**config.mk**
```make
export PLATFORM = sky130hd
export DESIGN_NAME = mesh_adaptive_port_select
export DESIGN_NICKNAME = d
export VERILOG_FILES = /design/src/rtl/mesh_pkg.sv /design/src/rtl/mesh_credit_counter.sv /design/src/rtl/mesh_adaptive_port_select.sv
export SDC_FILE = /design/constraint.sdc
export NUM_CORES = 1
export LEC_CHECK = 0
export BUFFER_PORTS_ARGS = -buffer_cell sky130_fd_sc_hd__clkbuf_2
export CORE_ASPECT_RATIO = 1.1
export CORE_MARGIN = 5
export CORE_UTILIZATION = 52
export DETAILED_ROUTE_END_ITERATION = 10
export GPL_TIMING_DRIVEN = 0
export PLACE_DENSITY = 0.9
export SETUP_SLACK_MARGIN = 0.1
export SYNTH_ARGS = -nofsm -noshare
export SYNTH_HDL_FRONTEND = slang
export SYNTH_SLANG_ARGS = --single-unit
```
**constraint.sdc**
```tcl
create_clock -name clk -period 4.85 [get_ports clk]
set_input_delay 0.2425 -clock clk [delete_from_list [all_inputs] [get_ports clk]]
set_output_delay 0.2425 -clock clk [all_outputs]
set_load 0.02 [all_outputs]
```
**src/rtl/mesh_pkg.sv**
```systemverilog
// Shared port indices, destport bit positions and FSM encoding for the mesh
// output-port selection stage.
package mesh_pkg;

  localparam int unsigned P = 5;

  localparam logic [2:0] LOCAL = 3'd0;
  localparam logic [2:0] EAST  = 3'd1;
  localparam logic [2:0] NORTH = 3'd2;
  localparam logic [2:0] WEST  = 3'd3;
  localparam logic [2:0] SOUTH = 3'd4;

  localparam int unsigned X_B = 3;
  localparam int unsigned Y_B = 2;
  localparam int unsigned A_B = 1;
  localparam int unsigned B_B = 0;

  typedef logic [P-1:0] port_oh_t;

  localparam port_oh_t OH_LOCAL = 5'b00001;
  localparam port_oh_t OH_EAST  = 5'b00010;
  localparam port_oh_t OH_NORTH = 5'b00100;
  localparam port_oh_t OH_WEST  = 5'b01000;
  localparam port_oh_t OH_SOUTH = 5'b10000;

  typedef enum logic {
    ST_IDLE   = 1'b0,
    ST_LOCKED = 1'b1
  } state_e;

endpackage

```
**src/rtl/mesh_credit_counter.sv**
```systemverilog
// Downstream credit counter for one output port: loads CRED_MAX on reset,
// saturates at CRED_MAX and flags an overflowing credit return.
module mesh_credit_counter #(
  parameter int unsigned CRED_MAX = 4,
  parameter int unsigned CRDw     = $clog2(CRED_MAX + 1)
) (
  input  logic            clk,
  input  logic            reset,
  input  logic            inc,
  input  logic            dec,
  output logic [CRDw-1:0] cnt,
  output logic            nz,
  output logic            ovf
);

  localparam logic [CRDw-1:0] MAX = CRDw'(CRED_MAX);

  logic [CRDw-1:0] cnt_q, cnt_d;

  always_comb begin
    cnt_d = cnt_q;
    ovf   = 1'b0;
    if (inc && !dec) begin
      if (cnt_q == MAX) ovf   = 1'b1;
      else              cnt_d = cnt_q + CRDw'(1);
    end else if (dec && !inc) begin
      cnt_d = cnt_q - CRDw'(1);
    end
  end

  always_ff @(posedge clk or negedge reset) begin
    if (!reset) cnt_q <= MAX;
    else        cnt_q <= cnt_d;
  end

  assign cnt = cnt_q;
  assign nz  = (cnt_q != '0);

endmodule

```
**src/rtl/mesh_adaptive_port_select.sv**
```systemverilog
// Resolves the {x,y,a,b} destport of each head flit to one output port, picking
// the port with more credits when two are legal, and locks it until the tail.
module mesh_adaptive_port_select
  import mesh_pkg::*;
#(
  parameter int unsigned NX       = 2,
  parameter int unsigned NY       = 2,
  parameter int unsigned FLITw    = 32,
  parameter int unsigned CRED_MAX = 4
) (
  input  logic             clk,
  input  logic             reset,
  input  logic             in_valid,
  output logic             in_ready,
  input  logic             in_head,
  input  logic             in_tail,
  input  logic [FLITw-1:0] in_flit,
  input  logic [3:0]       destport,
  output logic             out_valid,
  input  logic             out_ready,
  output logic [4:0]       out_port,
  output logic [FLITw-1:0] out_flit,
  input  logic [3:0]       credit_in,
  output logic             err
);

  localparam int unsigned CRDw = $clog2(CRED_MAX + 1);

  // Mesh dimensions do not affect this stage; degenerate sizes are unsupported.
  if (NX < 1 || NY < 1) begin : g_mesh_size_invalid
  end

  state_e   state_q, state_d;
  port_oh_t lock_q, lock_d;
  logic     err_q, err_d;

  logic [CRDw-1:0] cred [4];
  logic [3:0]      cred_nz;
  logic [3:0]      cred_ovf;
  logic [3:0]      cred_dec;

  port_oh_t        x_oh, y_oh, route_oh, sel_oh;
  logic [CRDw-1:0] x_cred, y_cred;
  logic            avail, idle_drop, xfer;

  // Credit vectors are ordered E,N,W,S, i.e. one-hot port bits [4:1].
  assign x_oh   = destport[X_B] ? OH_EAST  : OH_WEST;
  assign x_cred = destport[X_B] ? cred[0]  : cred[2];
  assign y_oh   = destport[Y_B] ? OH_NORTH : OH_SOUTH;
  assign y_cred = destport[Y_B] ? cred[1]  : cred[3];

  always_comb begin
    route_oh = OH_LOCAL;
    unique case ({destport[A_B], destport[B_B]})
      2'b11:   route_oh = (y_cred > x_cred) ? y_oh : x_oh;
      2'b10:   route_oh = x_oh;
      2'b01:   route_oh = y_oh;
      default: route_oh = OH_LOCAL;
    endcase
  end

  assign sel_oh    = (state_q == ST_LOCKED) ? lock_q : route_oh;
  assign avail     = sel_oh[LOCAL] | (|(sel_oh[SOUTH:EAST] & cred_nz));
  assign idle_drop = (state_q == ST_IDLE) & in_valid & ~in_head;

  assign out_valid = reset & in_valid & avail & ~idle_drop;
  assign in_ready  = reset & (idle_drop | (out_ready & avail));
  assign out_port  = reset ? sel_oh : '0;
  assign out_flit  = in_flit;
  assign err       = err_q;

  assign xfer     = out_valid & out_ready;
  assign cred_dec = xfer ? sel_oh[SOUTH:EAST] : '0;

  for (genvar i = 0; i < 4; i++) begin : g_cred
    mesh_credit_counter #(
      .CRED_MAX (CRED_MAX),
      .CRDw     (CRDw)
    ) u_cred (
      .clk   (clk),
      .reset (reset),
      .inc   (credit_in[i]),
      .dec   (cred_dec[i]),
      .cnt   (cred[i]),
      .nz    (cred_nz[i]),
      .ovf   (cred_ovf[i])
    );
  end

  always_comb begin
    state_d = state_q;
    lock_d  = lock_q;
    err_d   = err_q | idle_drop | (|cred_ovf);
    unique case (state_q)
      ST_IDLE: begin
        if (xfer && in_head && !in_tail) begin
          state_d = ST_LOCKED;
          lock_d  = sel_oh;
        end
      end
      ST_LOCKED: begin
        if (xfer && in_tail) state_d = ST_IDLE;
      end
      default: state_d = ST_IDLE;
    endcase
  end

  always_ff @(posedge clk or negedge reset) begin
    if (!reset) begin
      state_q <= ST_IDLE;
      lock_q  <= '0;
      err_q   <= 1'b0;
    end else begin
      state_q <= state_d;
      lock_q  <= lock_d;
      err_q   <= err_d;
    end
  end

endmodule

```
## After elaboration in Yosys (flattened, before gate mapping)

Cells that the tools add are included.

- Memory bits (read-only): 0
- Output and inout port bits: 40
- Word-level logic and storage cells: 110
- Bits in latches: 0
- Memories: 0
- Flip-flop bits (word level): 19
- RAM bits: 0
- Input bits: 46

- Magnitude comparators: 1
- Mux-type cells: 32
- Add/sub/neg operators: 8
- Reduce and logical (&&, ||, !) cells: 35
- Bitwise logic cells: 16
- Shifts and indexed selects: 0
- Multiply operators: 0
- Eq/ne operators: 11
- Div/mod/pow operators: 0

Operator list:

| kind | count |
|---|---|
| $mux 3 | 14 |
| $mux 5 | 4 |
| $pmux 5 s3 | 1 |
| $add 3x1->3 const B | 4 |
| $eq 3x3->1 const B | 4 |
| $reduce_bool 3->1 | 4 |
| $sub 3x1->3 const B | 4 |
| $logic_and 1x1->1 | 11 |
| $mux 1 | 10 |
| $reduce_and 2->1 | 5 |
| $logic_not 1->1 | 9 |
| $and 1x1->1 | 8 |
| $mux 4 | 2 |
| $ne 2x2->1 const B | 4 |
| $reduce_bool 2->1 | 4 |
| $reduce_or 4->1 | 2 |
| $and 4x4->4 | 1 |
| $eq 2x2->1 const B | 2 |
| $or 1x1->1 | 4 |
| $gt 3x3->1 | 1 |
| $not 1->1 | 3 |
| $eq 2x1->1 const B | 1 |
| $pmux 1 s2 | 1 |

## Logic depth before layout (Yosys ltp)

Gate-level depths: netlist of the first run.

- Depth after elaboration: 17
- Depth in mapped cells: 13
- Gate-level depth less buffers: 13

## Cells and area by module

From an unflattened synthesis of the first run, not the netlist that was laid out.

- Cells, all modules: 233
- Area, all modules: 2034.5 um^2

Modules (own cells, without submodules):

| module | seq. area each (um^2) | times used | cells each | area each (um^2) |
|---|---|---|---|---|
| mesh_credit_counter | 76.3 | 4 | 29 | 255.2 |
| mesh_adaptive_port_select | 175.2 | 1 | 117 | 1013.5 |

## Least setup slack after synthesis of the first run

No wires, ideal clock.

- Path kind: flip-flop to flip-flop
- Start point: register g_cred[3].u_cred.cnt_q[2]
- End point: register g_cred[2].u_cred.cnt_q[1]
- Setup time: 0.129 ns
- Period minus slack after synthesis: 3.216 ns
- Slack: 1.634 ns
- Stages on the path, launching flop included: 13
- Arrival time: 3.088 ns
- Cell sequence: dfstp_2 > clkbuf_1 > mux2_2 > ha_1 > and3_1 > a21oi_1 > a211oi_1 > nor4_4 > o31a_1 > inv_2 > fa_1 > o21ai_0 > mux2i_1

- Elaborated cells on any way between the ends: 20
- Classes of those cells: 1 x order compare; 1 x eq/ne; 6 x mux; 5 x bitwise; 7 x reduce/logical

RTL lines:

| element | line | source |
|---|---|---|
| from (decl) | mesh_credit_counter.sv:18 | `logic [CRDw-1:0] cnt_q, cnt_d;` |
| from (signal assigned) | mesh_credit_counter.sv:33 | `else cnt_q <= cnt_d;` |
| $mux 3 | mesh_adaptive_port_select.sv:50 | `assign y_cred = destport[Y_B] ? cred[1] : cred[3];` |
| $gt 3x3->1 | mesh_adaptive_port_select.sv:55 | `2'b11: route_oh = (y_cred > x_cred) ? y_oh : x_oh;` |
| $mux 5 | mesh_adaptive_port_select.sv:55 |  |
| $pmux 5 s3 | mesh_adaptive_port_select.sv:54 | `unique case ({destport[A_B], destport[B_B]})` |
| $mux 5 | mesh_adaptive_port_select.sv:62 | `assign sel_oh = (state_q == ST_LOCKED) ? lock_q : route_oh;` |
| $and 4x4->4 | mesh_adaptive_port_select.sv:63 | `assign avail = sel_oh[LOCAL] \| (\|(sel_oh[SOUTH:EAST] & cred_nz));` |
| $reduce_or 4->1 | mesh_adaptive_port_select.sv:63 |  |
| $or 1x1->1 | mesh_adaptive_port_select.sv:63 |  |
| $and 1x1->1 (2 in a row) | mesh_adaptive_port_select.sv:66 | `assign out_valid = reset & in_valid & avail & ~idle_drop;` |
| $and 1x1->1 | mesh_adaptive_port_select.sv:72 | `assign xfer = out_valid & out_ready;` |
| $mux 4 * | mesh_adaptive_port_select.sv:73 | `assign cred_dec = xfer ? sel_oh[SOUTH:EAST] : '0;` |
| $logic_not 1->1 * | mesh_credit_counter.sv:23 | `if (inc && !dec) begin` |
| $logic_and 1x1->1 * | mesh_credit_counter.sv:23 |  |
| $mux 3 * | mesh_credit_counter.sv:23 |  |
| net g_cred[2].u_cred.cnt_d[1] | mesh_credit_counter.sv:18 |  |
| to (signal assigned) | mesh_credit_counter.sv:33 |  |
| to (decl) | mesh_credit_counter.sv:18 |  |

Mark *: on every way through the listed nets, which the timed path passes. The rest lies on a longest branch.
A chain may end at the register's enable or synchronous reset.

## Final worst setup path of the first run

Same ends and word-level chain as after synthesis.

==> flow_summary_export.csv, run 1 <==
group,metric,value,unit
outcome,status,"finished clean",
synth,synth_top_family_by_area,"simple AND/OR/NAND/NOR gates",
synth,synthFlopType,"dfrtp_1",
global_routing,grtUsageTotal,19.8,%
synth,synth_compound_area_share,20.2,%
detailed_routing,vias_per_cell,5.53,
setup_path,critPathMaxFanout,9,
synth,synth_top_cells_by_area,"dfrtp_1, buf_4, dfstp_2",
synth,synth_area,1960,um2
setup_path,cp.required,5.00,ns
synth,synth_top_area_share,19.1,%
clocking,clk_latency,0.26,ns
global_routing,first_global_vias,1816,
pwr,powerDensity,518,nW/um2
global_routing,grt_pass1_wl,7960,um
detailed_routing,finalWirelength,4770,um
sta,rsz0062_at_grt,"no",
pwr,pwr-share-comb,61.8,%
sta,tns,0,ns
sta,setup_viol,0,
synth,synth-simple-area-share,22.0,%
clocking,post_cts_buffers,0,
detailed_routing,vias,1862,
global_routing,antenna_found_initial,0,
pwr,p_leak,0.00111,uW
synth,synth.net_count,282,
synth,synth_cells,229,
worst_hold_path,min_path_type,"input pin to flop",
pwr,switching_share,48.2,%
detailed_routing,drt-pass1-iter-count,4,
global_routing,grt_overflow,0,
synth,syn_area_per_cell,8.56,um2
setup_path,endpoint_kind,"flop",
placement,port_buffers,53,
clocking,cts_root_buffer,"clkbuf_8",
detailed_routing,drc,0,
synth,yosysTopAreaCell,"dfrtp_1",
sta,fin_skew,0.00779,ns
placement,place_ws,1.12,ns
die,rows,23,
sta,max_freq,267,MHz
global_routing,grt_max_degree,26,
clocking,cts_tree,"built",
synth,yosysMostFrequentCell,"buf_4",
synth,synthXorXnorAreaFrac,1.34,%
sta,slew_headroom,59.0,%
clocking,post_cts_resized,0,
placement,dp.final_hpwl,3840,um
sta,period_share,77.3,%
sta,setup_ws,1.10,ns
final_layout,drive_above_1_share,39.0,%
synth,async_flop_share,100,%
sta,worst_pin_slew,0.610,ns
pwr,p_clk_share,9.5,%
final_layout,antenna_cells,0,
synth,yosys-top-cells-count,"buf_4, nor2_1, dfrtp_1",
die,die_x,68.5,um
flow_run,maxCapViolations,0,
setup_path,cp-start-kind,"flop",
detailed_routing,wl_per_cell,14.1,um
die,die_h,74.4,um
synth,yosysSeqAreaShare,24.5,%
setup_path,slowest_stage,"nor4_4",
sta,hold_viol,0,
pwr,p_int,629,uW
die,die_area,5100,um2
synth,synth.distinct_cells,49,
die,coreArea,3650,um2
pwr,peakVddDrop,0.249,mV
die,boundaryPins,86,
final_layout,nets,341,
setup_path,slowest_delay,0.55,ns
detailed_routing,ant_nets,0,
clocking,clockBufferDepth,2,
setup_path,path_cells,"clkbuf_1 > mux2_2 > ha_1 > and3_1 > a21oi_1 > a211oi_1 > nor4_4 > o31a_1 > inv_2 > fa_1 > o21ai_0 > mux2i_1",
placement,gp_congestion,0.867,
pwr,power.switching,584,uW
synth,muxShareOfSynthArea,9.19,%
detailed_routing,drtIter0Drc,153,
sta,finalCriticalPeriod,3.75,ns
sta,maxSlewViolCount,0,
setup_path,crit_arrival,3.90,ns
clocking,cts.sinks,19,
clocking,numCtsBuffers,3,
synth,synth_fa_ha_area_share,6.00,%
pwr,seqPwrFrac,28.7,%
die,initial_core_util,53.6,%
final_layout,syn_to_final_growth,19.5,%
synth,yosysWarningCount,0,
clocking,clkTransAtPathRegs,0.08,ns
synth,synth_edf_count,0,
setup_path,critical_path_class,"flop to flop",
synth,synth_seq_cells,19,
clocking,h-tree-depth,1,
clocking,ctsHoldBuffers,1,
[layout by cell type, fill, tap and decap left out, types with 2 or more instances in the layout]
| cell | synthesis | routed |
|---|---|---|
| o21ai_0 | 12 | 12 |
| o21ai_1 | 6 | 6 |
| nor2b_1 | 5 | 5 |
| nor4_4 | 3 | 3 |
| mux2_1 | 3 | 3 |
| a211oi_1 | 2 | 2 |
| o31a_1 | 5 | 5 |
| o21ai_2 | 2 | 2 |
| a21oi_1 | 14 | 14 |
| inv_2 | 2 | 2 |
| nor4b_1 | 4 | 4 |
| nor3_1 | 13 | 13 |
| fa_1 | 4 | 4 |
| dfstp_2 | 4 | 4 |
| a21o_1 | 2 | 2 |
| o211ai_1 | 5 | 5 |
| mux2_2 | 5 | 5 |
| buf_4 | 32 | 32 |
| nand2_1 | 12 | 12 |
| inv_1 | 12 | 12 |
| and3b_1 | 4 | 4 |
| clkbuf_8 | 0 | 3 |
| clkbuf_2 | 0 | 53 |
| dfrtp_1 | 15 | 15 |
| ha_1 | 3 | 3 |
| a22oi_1 | 2 | 2 |
| mux2i_1 | 9 | 9 |
| buf_6 | 2 | 2 |
| clkbuf_1 | 1 | 2 |
| nor2_1 | 16 | 16 |
| and2_1 | 4 | 4 |
| buf_2 | 2 | 2 |
| xnor2_1 | 3 | 3 |
| nand2b_1 | 3 | 3 |
| o21a_1 | 2 | 2 |
[per-stage QoR]
stage	area (um2)	power [uW]	util [%]	instances	hold slack (ns)
4_1_cts	2340	1220	64.1	337	0.179
2_1_floorplan	1960	913	-	229	-0.0531
5_1_grt	2340	1340	64.1	337	0.188
3_3_place_gp	2290	1060	62.6	332	0.257
6_report	2340	1210	64.1	337	0.183
3_5_place_dp	2290	1100	62.6	332	0.269
[final timing paths]
path	start	cells after the start	to	slack, ns
hold / removal	out_ready	2	state_q$_DFF_PN0_	0.18
setup reg to reg	g_cred[3].u_cred.cnt[2]$_DFFE_PN1P_	12	g_cred[2].u_cred.cnt[1]$_DFFE_PN0P_	1.10
max in group asynchronous	reset	2	g_cred[1].u_cred.cnt[1]$_DFFE_PN0P_	3.94
min in group asynchronous	reset	2	state_q$_DFF_PN0_	0.51
hold reg to reg	lock_q[4]$_DFFE_PN0P_	1	lock_q[4]$_DFFE_PN0P_	0.51
setup / recovery	g_cred[3].u_cred.cnt[2]$_DFFE_PN1P_	12	g_cred[2].u_cred.cnt[1]$_DFFE_PN0P_	1.10
[layer usage]
metal | up-vias | GRT usage (%) | part of all wire, %
met5 | - | 0 | 0
met3 | 4 | 2.42 | 7.9
met4 | 0 | 5.08 | 1.0
met1 | 876 | 24.8 | 38
met2 | 76 | 35.3 | 53
li1 | 906 | - | -
[critical path: cells and delay by family (launching register included)]
kind | cells | cell delay, ns
mux | 2 | 0.33
flops | 1 | 0.52
simple gates | 2 | 0.74
fa+ha+maj | 2 | 0.71
buf+inv | 2 | 0.37
compound gates | 4 | 0.95
[state kept, by name (all words and copies together), names as in the netlist]
name,cells
err,1
g_cred.u_cred.cnt,12
lock_q,5
state_q,1
[area by class of cell]
class,count,area (um2)
repair buffers,54,275
inverters,14,52.6
plain buffers,37,277
well taps,50,62.6
clock buffers,4,45.0
fillers,328,1310
flip-flops and latches,19,480
multi-input cells,159,1150
[kinds of logic after synthesis]
logic type,after synthesis
and+or+nand+nor,71
buffers and inverters,51
xor gates and xnor gates,3
muxes,17
AOI/OAI and AO/OA,61
adders and majority gates,7
DFF,19
[power groups by stage]
stage,Combinational (uW),Sequential [uW],Clock [uW]
after floorplan,592,322,0
after global placement,717,347,0
after detailed placement,745,353,0
after CTS,752,349,118
after global routing,845,368,124
final,750,348,116
Power figures use the tool's default switching activity.
==> run 2, diff against run 1 <==
CORE_UTILIZATION = 48   (was 52)
PLACE_DENSITY = 0.84   (was 0.9)
clock period = 3.77 ns   (was 4.85 ns; I/O delays follow)
==> run 2 against run 1 <==
  * Die area grew 7.1%
  * Power grew 35%
  * Combinational power rose by 37%
  * Global-route usage down 3.1 points
  * Final cell count rose by 1.5%
  * Non-clock buffer count is 3 higher
  * Largest cell class unchanged
  * Critical path depth is the same
==> flow_summary_export.csv, run 2 (synthesis results as in run 1) <==
group,metric,value,unit
outcome,status,"finished clean",
die,boundaryPins,86,
pwr,p_leak,0.00113,uW
setup_path,critPathMaxFanout,9,
sta,hold-worst-slack,0.129,ns
final_layout,syn_to_final_growth,21.6,%
sta,fin_skew,0.00619,ns
final_layout,multi_input_area,1160,um2
global_routing,antenna_found_initial,0,
final_layout,final_common_cell,"clkbuf_2",
detailed_routing,drtIter0Drc,92,
die,die_h,77.0,um
detailed_routing,ant_nets,0,
setup_path,critical_path_class,"flop to flop",
sta,max_freq,285,MHz
clocking,clockBufferDepth,2,
sta,setup_viol,0,
global_routing,grt_overflow,0,
detailed_routing,vias_per_cell,5.50,
detailed_routing,met1_length,1870,um
detailed_routing,drt-pass1-iter-count,4,
setup_path,rrSetupSlack,0.26,ns
final_layout,seq_area,480,um2
clocking,clk_latency,0.26,ns
final_layout,largest_reg_flops,12,
die,rows,24,
pwr,powerDensity,687,nW/um2
setup_path,crit_arrival,3.65,ns
detailed_routing,drc,0,
pwr,finalPower,1640,uW
die,die_x,70.9,um
placement,place_inst,334,
clocking,cts_root_buffer,"clkbuf_8",
sta,worst_pin_slew,0.595,ns
clocking,clkTransAtPathRegs,0.08,ns
sta,maxSlewViolCount,0,
placement,dp.final_hpwl,3810,um
sta,period_share,93.1,%
detailed_routing,met3WireLength,364,um
clocking,cts.sinks,19,
final_layout,layout_common_cells,"clkbuf_2, buf_4, nor2_1",
global_routing,grt_max_degree,26,
sta,slew_headroom,60.3,%
global_routing,grtUsageTotal,16.6,%
detailed_routing,dr_wl_met2,2540,um
flow_run,maxCapViolations,0,
detailed_routing,top_layer,"met4",
sta,finalCriticalPeriod,3.51,ns
final_layout,antenna_cells,0,
placement,gp_congestion,0.870,
final_layout,nets,344,
final_layout,fillCellCount,377,
final_layout,drive_above_1_share,41.0,%
setup_path,cp.required,3.91,ns
clocking,cts_tree,"built",
placement,port_buffers,53,
sta,tns,0,ns
clocking,h-tree-depth,1,
final_layout,fin_cells,342,
worst_hold_path,min_path_type,"input pin to flop",
placement,place_ws,0.107,ns
setup_path,cp-start-kind,"flop",
sta,setup_ws,0.259,ns
detailed_routing,vias,1882,
die,initial_core_util,49.5,%
detailed_routing,finalWirelength,4850,um
global_routing,first_global_vias,1774,
die,coreArea,3960,um2
die,die_area,5460,um2
detailed_routing,wl_per_cell,14.2,um
setup_path,endpoint_kind,"flop",
sta,hold_viol,0,
pwr,peakVddDrop,0.256,mV
global_routing,grt_pass1_wl,7600,um
sta,rsz0062_at_grt,"no",
clocking,numCtsBuffers,3,
## run 2: cell types whose count changed in the layout (fill, tap and decap cells not counted), sizes merged
cell    before  now
buf         36   39
clkbuf      58   57
clkinv       0    1
## run 2: final cells by class
type                            instances  share of cell area [%]
Sequential cell                        19                    20.2
Clock inverter                          1                   0.210
Clock buffer                            3                    1.73
Timing Repair Buffer                   57                    12.5
Inverter                               14                    2.20
Multi-Input combinational cell        159                    48.9
Buffer                                 37                    11.6
Tap cell                               52                    2.73
## run 2: what timing repair did
| item | in CTS | in global routing |
|---|---|---|
| resized for setup | 0 | 3 |
| hold buffers | 1 | 0 |
| setup endpoints to repair | 2 | 11 |
| endpoints found under the hold margin | 15 | 0 |
| buffers inserted | 2 | 1 |
| pin swaps | 1 | 1 |
## run 2: routing by layer
metal	vias up	global-route usage, %
met3	12	3.92
met4	0	5.26
met1	883	18.9
met5	-	0
li1	910	-
met2	77	30.2
## run 2: where the power goes
| part | internal [uW] | leakage, uW | switching [uW] |
|---|---|---|---|
| Combinational | 469 | 0.000885 | 560 |
| Clock | 73.7 | 0.0000255 | 77.1 |
| Sequential | 308 | 0.000222 | 150 |
## run 2: critical path, cell delays in order, from the launching register on
cell and delay, ns:
dfstp_2 0.52, clkbuf_1 0.27, mux2_2 0.23, ha_1 0.26, a21oi_1 0.21, a21oi_1 0.18
a211oi_2 0.33, nor4_4 0.07, buf_4 0.17, buf_4 0.14, buf_4 0.13, nor4_4 0.49
mux2_1 0.38
## run 2: final timing paths
path | startpoint | endpoint | cells past startpoint
worst min register to register | lock_q[2]$_DFFE_PN0P_ | lock_q[2]$_DFFE_PN0P_ | 1
min in group asynchronous | reset | g_cred[0].u_cred.cnt[0]$_DFFE_PN0P_ | 2
worst min-delay path | out_ready | state_q$_DFF_PN0_ | 2
worst max register to register | g_cred[3].u_cred.cnt[2]$_DFFE_PN1P_ | lock_q[4]$_DFFE_PN0P_ | 12
max in group asynchronous | reset | lock_q[2]$_DFFE_PN0P_ | 2
worst max-delay path | g_cred[3].u_cred.cnt[2]$_DFFE_PN1P_ | lock_q[4]$_DFFE_PN0P_ | 12
## run 2: per-stage QoR
step / area (um2) / util, %
6_report: 2380 / 60.1
5_1_grt: 2380 / 60.1
4_1_cts: 2360 / 59.6
3_5_place_dp: 2290 / 57.8
3_3_place_gp: 2290 / 57.8
2_1_floorplan: 1960 / -
